## src/rtl/operand_fetch.sv

```systemverilog
// Operand fetch stage: resolves immediate/register, direct and
// indirect operands into the bundle consumed by the ALU input mux.
package operand_fetch_pkg;
    typedef enum logic [1:0] {
        SRC_MEM_ADDR  = 2'd0,
        SRC_IMMEDIATE = 2'd1,
        SRC_INDIRECT  = 2'd2,
        SRC_REG       = 2'd3
    } data_src_t;
endpackage

module operand_fetch
    import operand_fetch_pkg::*;
#(
    parameter int WIDTH      = 8,
    parameter int ADDR_WIDTH = 8
) (
    input  logic                  clk,
    input  logic                  rst_n,
    input  logic                  req_valid,
    output logic                  req_ready,
    input  data_src_t             req_source,
    input  logic [WIDTH-1:0]      req_operand,
    output logic                  mem_rd,
    output logic [ADDR_WIDTH-1:0] mem_addr,
    input  logic [WIDTH-1:0]      mem_rdata,
    output logic                  out_valid,
    input  logic                  out_ready,
    output data_src_t             src_q,
    output logic [WIDTH-1:0]      operand_q,
    output logic [WIDTH-1:0]      mem_data
);

    typedef enum logic [2:0] {
        IDLE,
        RD_PTR,
        PTR_WAIT,
        RD_DATA,
        DATA_WAIT,
        DONE
    } state_t;

    state_t                state;
    logic [ADDR_WIDTH-1:0] addr_q;

    assign mem_addr = addr_q;

    always_ff @(posedge clk or negedge rst_n) begin
        if (!rst_n) begin
            state     <= IDLE;
            req_ready <= 1'b1;
            out_valid <= 1'b0;
            mem_rd    <= 1'b0;
            addr_q    <= '0;
            mem_data  <= '0;
            operand_q <= '0;
            src_q     <= SRC_REG;
        end else begin
            unique case (state)
                IDLE: begin
                    if (req_valid) begin
                        src_q     <= req_source;
                        operand_q <= req_operand;
                        req_ready <= 1'b0;
                        unique case (req_source)
                            SRC_MEM_ADDR: begin
                                addr_q <= req_operand[ADDR_WIDTH-1:0];
                                mem_rd <= 1'b1;
                                state  <= RD_DATA;
                            end
                            SRC_INDIRECT: begin
                                addr_q <= req_operand[ADDR_WIDTH-1:0];
                                mem_rd <= 1'b1;
                                state  <= RD_PTR;
                            end
                            default: begin
                                out_valid <= 1'b1;
                                state     <= DONE;
                            end
                        endcase
                    end
                end
                RD_PTR: begin
                    mem_rd <= 1'b0;
                    state  <= PTR_WAIT;
                end
                PTR_WAIT: begin
                    // Pointer arrives now; upper bits beyond the address are dropped
                    addr_q <= mem_rdata[ADDR_WIDTH-1:0];
                    mem_rd <= 1'b1;
                    state  <= RD_DATA;
                end
                RD_DATA: begin
                    mem_rd <= 1'b0;
                    state  <= DATA_WAIT;
                end
                DATA_WAIT: begin
                    mem_data  <= mem_rdata;
                    out_valid <= 1'b1;
                    state     <= DONE;
                end
                DONE: begin
                    if (out_ready) begin
                        out_valid <= 1'b0;
                        req_ready <= 1'b1;
                        state     <= IDLE;
                    end
                end
                default: begin
                    out_valid <= 1'b0;
                    mem_rd    <= 1'b0;
                    req_ready <= 1'b1;
                    state     <= IDLE;
                end
            endcase
        end
    end

endmodule

```

## config.mk

```make
export PLATFORM = sky130hd
export DESIGN_NAME = operand_fetch
export DESIGN_NICKNAME = d
export VERILOG_FILES = /design/src/rtl/operand_fetch.sv
export SDC_FILE = /design/constraint.sdc
export NUM_CORES = 1
export LEC_CHECK = 0
export CAP_MARGIN = 20
export CORE_MARGIN = 2
export CORE_UTILIZATION = 47
export DETAILED_ROUTE_END_ITERATION = 6
export PLACE_DENSITY_LB_ADDON = 0.3
export SYNTH_ARGS = -nofsm -noshare
export SYNTH_HDL_FRONTEND = slang
export SYNTH_SLANG_ARGS = --single-unit
```

## constraint.sdc

```tcl
create_clock -name clk -period 3.1 [get_ports clk]
set_clock_uncertainty 0.05 [all_clocks]
set_input_delay 0.93 -clock clk [delete_from_list [all_inputs] [get_ports clk]]
set_output_delay 0.93 -clock clk [all_outputs]
set_load 0.01 [all_outputs]
```

==> results.py <==
metrics = {
    "clock_tree": {
        "cts_num_sinks": 32,
        "cts_max_level": 2,
        "clk_latency_ps": 340,
        "cts_hold_buffers": 0,
        "cts_max_path_buffers": 2,
        "cts_buffers": 5,
        "cts.clk_slew.worst_paths_ps": 110,
        "cts_tree": "yes",
        "root_buffer": "clkbuf_4",
        "cts_setup_buffers": 0,
        "cts_resized": 0,
    },
    "timing": {
        "max_freq_mhz": 416,
        "finalSetupTns_ps": 0,
        "period_needed_ps": 2410,
        "tightest_slew_ps": 827,
        "slew_violations": 0,
        "whs_ps": 464,
        "finalSetupViolations": 0,
        "fin_crit_sh": 0.776,
        "rsz0062_at_grt": "no",
        "slew_headroom": 0.449,
        "hold_viol": 0,
    },
    "finish": {
        "syn2layout_area_growth_pct": 42.8,
        "final_area_sq_mm": 0.00202,
        "n_fill_cell": 203,
        "final_common_cell": "clkdlybuf4s50_1",
        "n_antenna_cell": 0,
        "drive_gt1_frac": 0.320,
        "stdcell_count": 184,
        "mostFrequentLayoutCells": "clkdlybuf4s50_1 (50), mux2_2 (34), dfrtp_1 (29)",
        "fin_nets": 174,
    },
    "floorplan": {
        "ioPinCount": 51,
        "floorplan.initialDensity": 0.503,
        "chipWidth_microns": 58.8,
        "std_cell_rows": 19,
        "dieArea_sq_mm": 0.00346,
        "core-area_sq_mm": 0.00281,
        "die_y_microns": 58.8,
    },
    "flow_run": {
        "maxCapViolCount": 0,
    },
    "grt": {
        "gr-usage-met3": 0.0769,
        "grt.busiest_layer": "met2",
        "grtUsageTotal": 0.196,
        "grt_antenna_before_repair": 0,
        "gr-usage-met2": 0.308,
        "grt_pass1_wl_mm": 4.95,
        "grt_pass1_vias": 1005,
        "grt_use_met1": 0.245,
        "grt-ovfl-total": 0,
        "grt_max_degree": 33,
    },
    "setup_path": {
        "cp_max_fo": 3,
        "crit_chain": "clkdlybuf4s50_1",
        "start_kind": "flop",
        "cp.arrival_ps": 1430,
        "worstSetupPathType": "reg -> out",
        "required_ps": 2120,
        "end_kind": "output port",
        "critPathSlowestCell": "dfstp_2",
        "cp_top_family": "flip-flops",
        "slowest_delay_ps": 560,
        "cp_num_buf_inv": 1,
    },
    "routing": {
        "via_per_inst": 5.36,
        "vias": 987,
        "drt_iter0_markers": 31,
        "drc": 2,
        "wl_per_cell_microns": 16.1,
        "antenna_left": 0,
        "first_pass_iters": 6,
        "drt_wl_total_mm": 2.96,
    },
    "run_status": {
        "violations": "DRC",
        "status": "finished with violations",
    },
    "power": {
        "vdd_ir_drop_max_mv": 0.613,
        "power.total_mw": 2.19,
        "p_leak_nw": 0.827,
        "power_density_mw_per_mm2": 1090,
    },
    "logic_synthesis": {
        "yosysSeqAreaShare": 0.570,
        "avgSynthCellArea_sq_um": 14.3,
        "syn_area_sq_mm": 0.00141,
        "yosys_warnings": 0,
        "ys_ff_latch": 32,
        "syn_nets": 121,
        "synthDistinctLibCells": 22,
        "netlist_instances": 99,
    },
    "placement": {
        "port_buffers": 50,
        "dp_hpwl_mm": 2.08,
        "placed_cells": 176,
        "place_area_sq_mm": 0.00192,
        "routabilityCongestion": 0.710,
    },
    "worst_hold_path": {
        "hp-class": "reg -> reg",
    },
}
-- path summary, 6_finish.rpt --
kind,startpoint,to,slack (ps),depth (start not counted)
max,req_ready,req_ready,690,1
min,mem_addr[6],mem_addr[6],460,1
max reg2reg,state[1],operand_q[5],1120,3
min reg2reg,mem_addr[6],mem_addr[6],460,1
max in group asynchronous,rst_n,src_q[1],1730,2
min in group asynchronous,rst_n,mem_addr[0],930,2
-- area by class of cell --
cell class,instances,area (sq um),share of cell area
clock buffer,7,65.1,0.0323
clock inverter,1,30.0,0.0149
inverter,2,7.51,0.00372
multi-input combinational,60,562,0.279
sequential,32,805,0.399
tap,31,38.8,0.0192
timing repair buffer,51,508,0.252
-- cell usage after synthesis --
cell	instances	area share
dfrtp_1	29	0.51
a2bb2oi_1	1	0.0062
o22ai_1	1	0.0044
or3b_4	1	0.0080
o21bai_1	1	0.0053
o21ai_0	1	0.0035
o21a_1	1	0.0053
mux2_2	34	0.27
nand2_1	5	0.013
o31ai_1	1	0.0053
buf_6	2	0.016
nor2b_1	1	0.0044
a21oi_1	4	0.014
nor2_1	3	0.0080
a211oi_1	1	0.0053
inv_1	2	0.0053
nor3_4	1	0.012
nor2_8	1	0.014
nor3b_1	2	0.011
dfstp_2	3	0.056
buf_2	3	0.011
o32a_1	1	0.0071
-- report_power, final --
| group | internal [mW] | switching (mW) |
|---|---|---|
| Sequential | 0.646 | 0.189 |
| Clock | 0.214 | 0.143 |
| Combinational | 0.640 | 0.356 |
-- cells by family (layout without fill, tap and decap cells) --
kind of cell | count (synthesis) | count (layout) | share of synthesized area
simple gates | 14 | 14 | 0.0700
buf+inv | 7 | 61 | 0.0319
mux | 34 | 34 | 0.271
flops | 32 | 32 | 0.570
compound gates | 12 | 12 | 0.0567
-- sequential cells by signal, indices dropped and copies added (netlist names) --
register,count
out_valid,1
src_q,2
mem_addr,8
state,3
req_ready,1
mem_rd,1
operand_q,8
mem_data,8
-- metal layers --
layer | vias to the layer above | share of wire
met2 | 29 | 0.51
met4 | 0 | 0.014
met5 | - | 0
li1 | 460 | -
met3 | 7 | 0.059
met1 | 491 | 0.42
-- through the flow --
step | setup WS [ps] | utilization
global route | 638 | 0.719
detailed placement | 390 | 0.685
CTS | 687 | 0.719
finish | 695 | 0.719
global placement | 410 | 0.685
floorplan | 1100 | -
(Power assumes the default switching activity.)
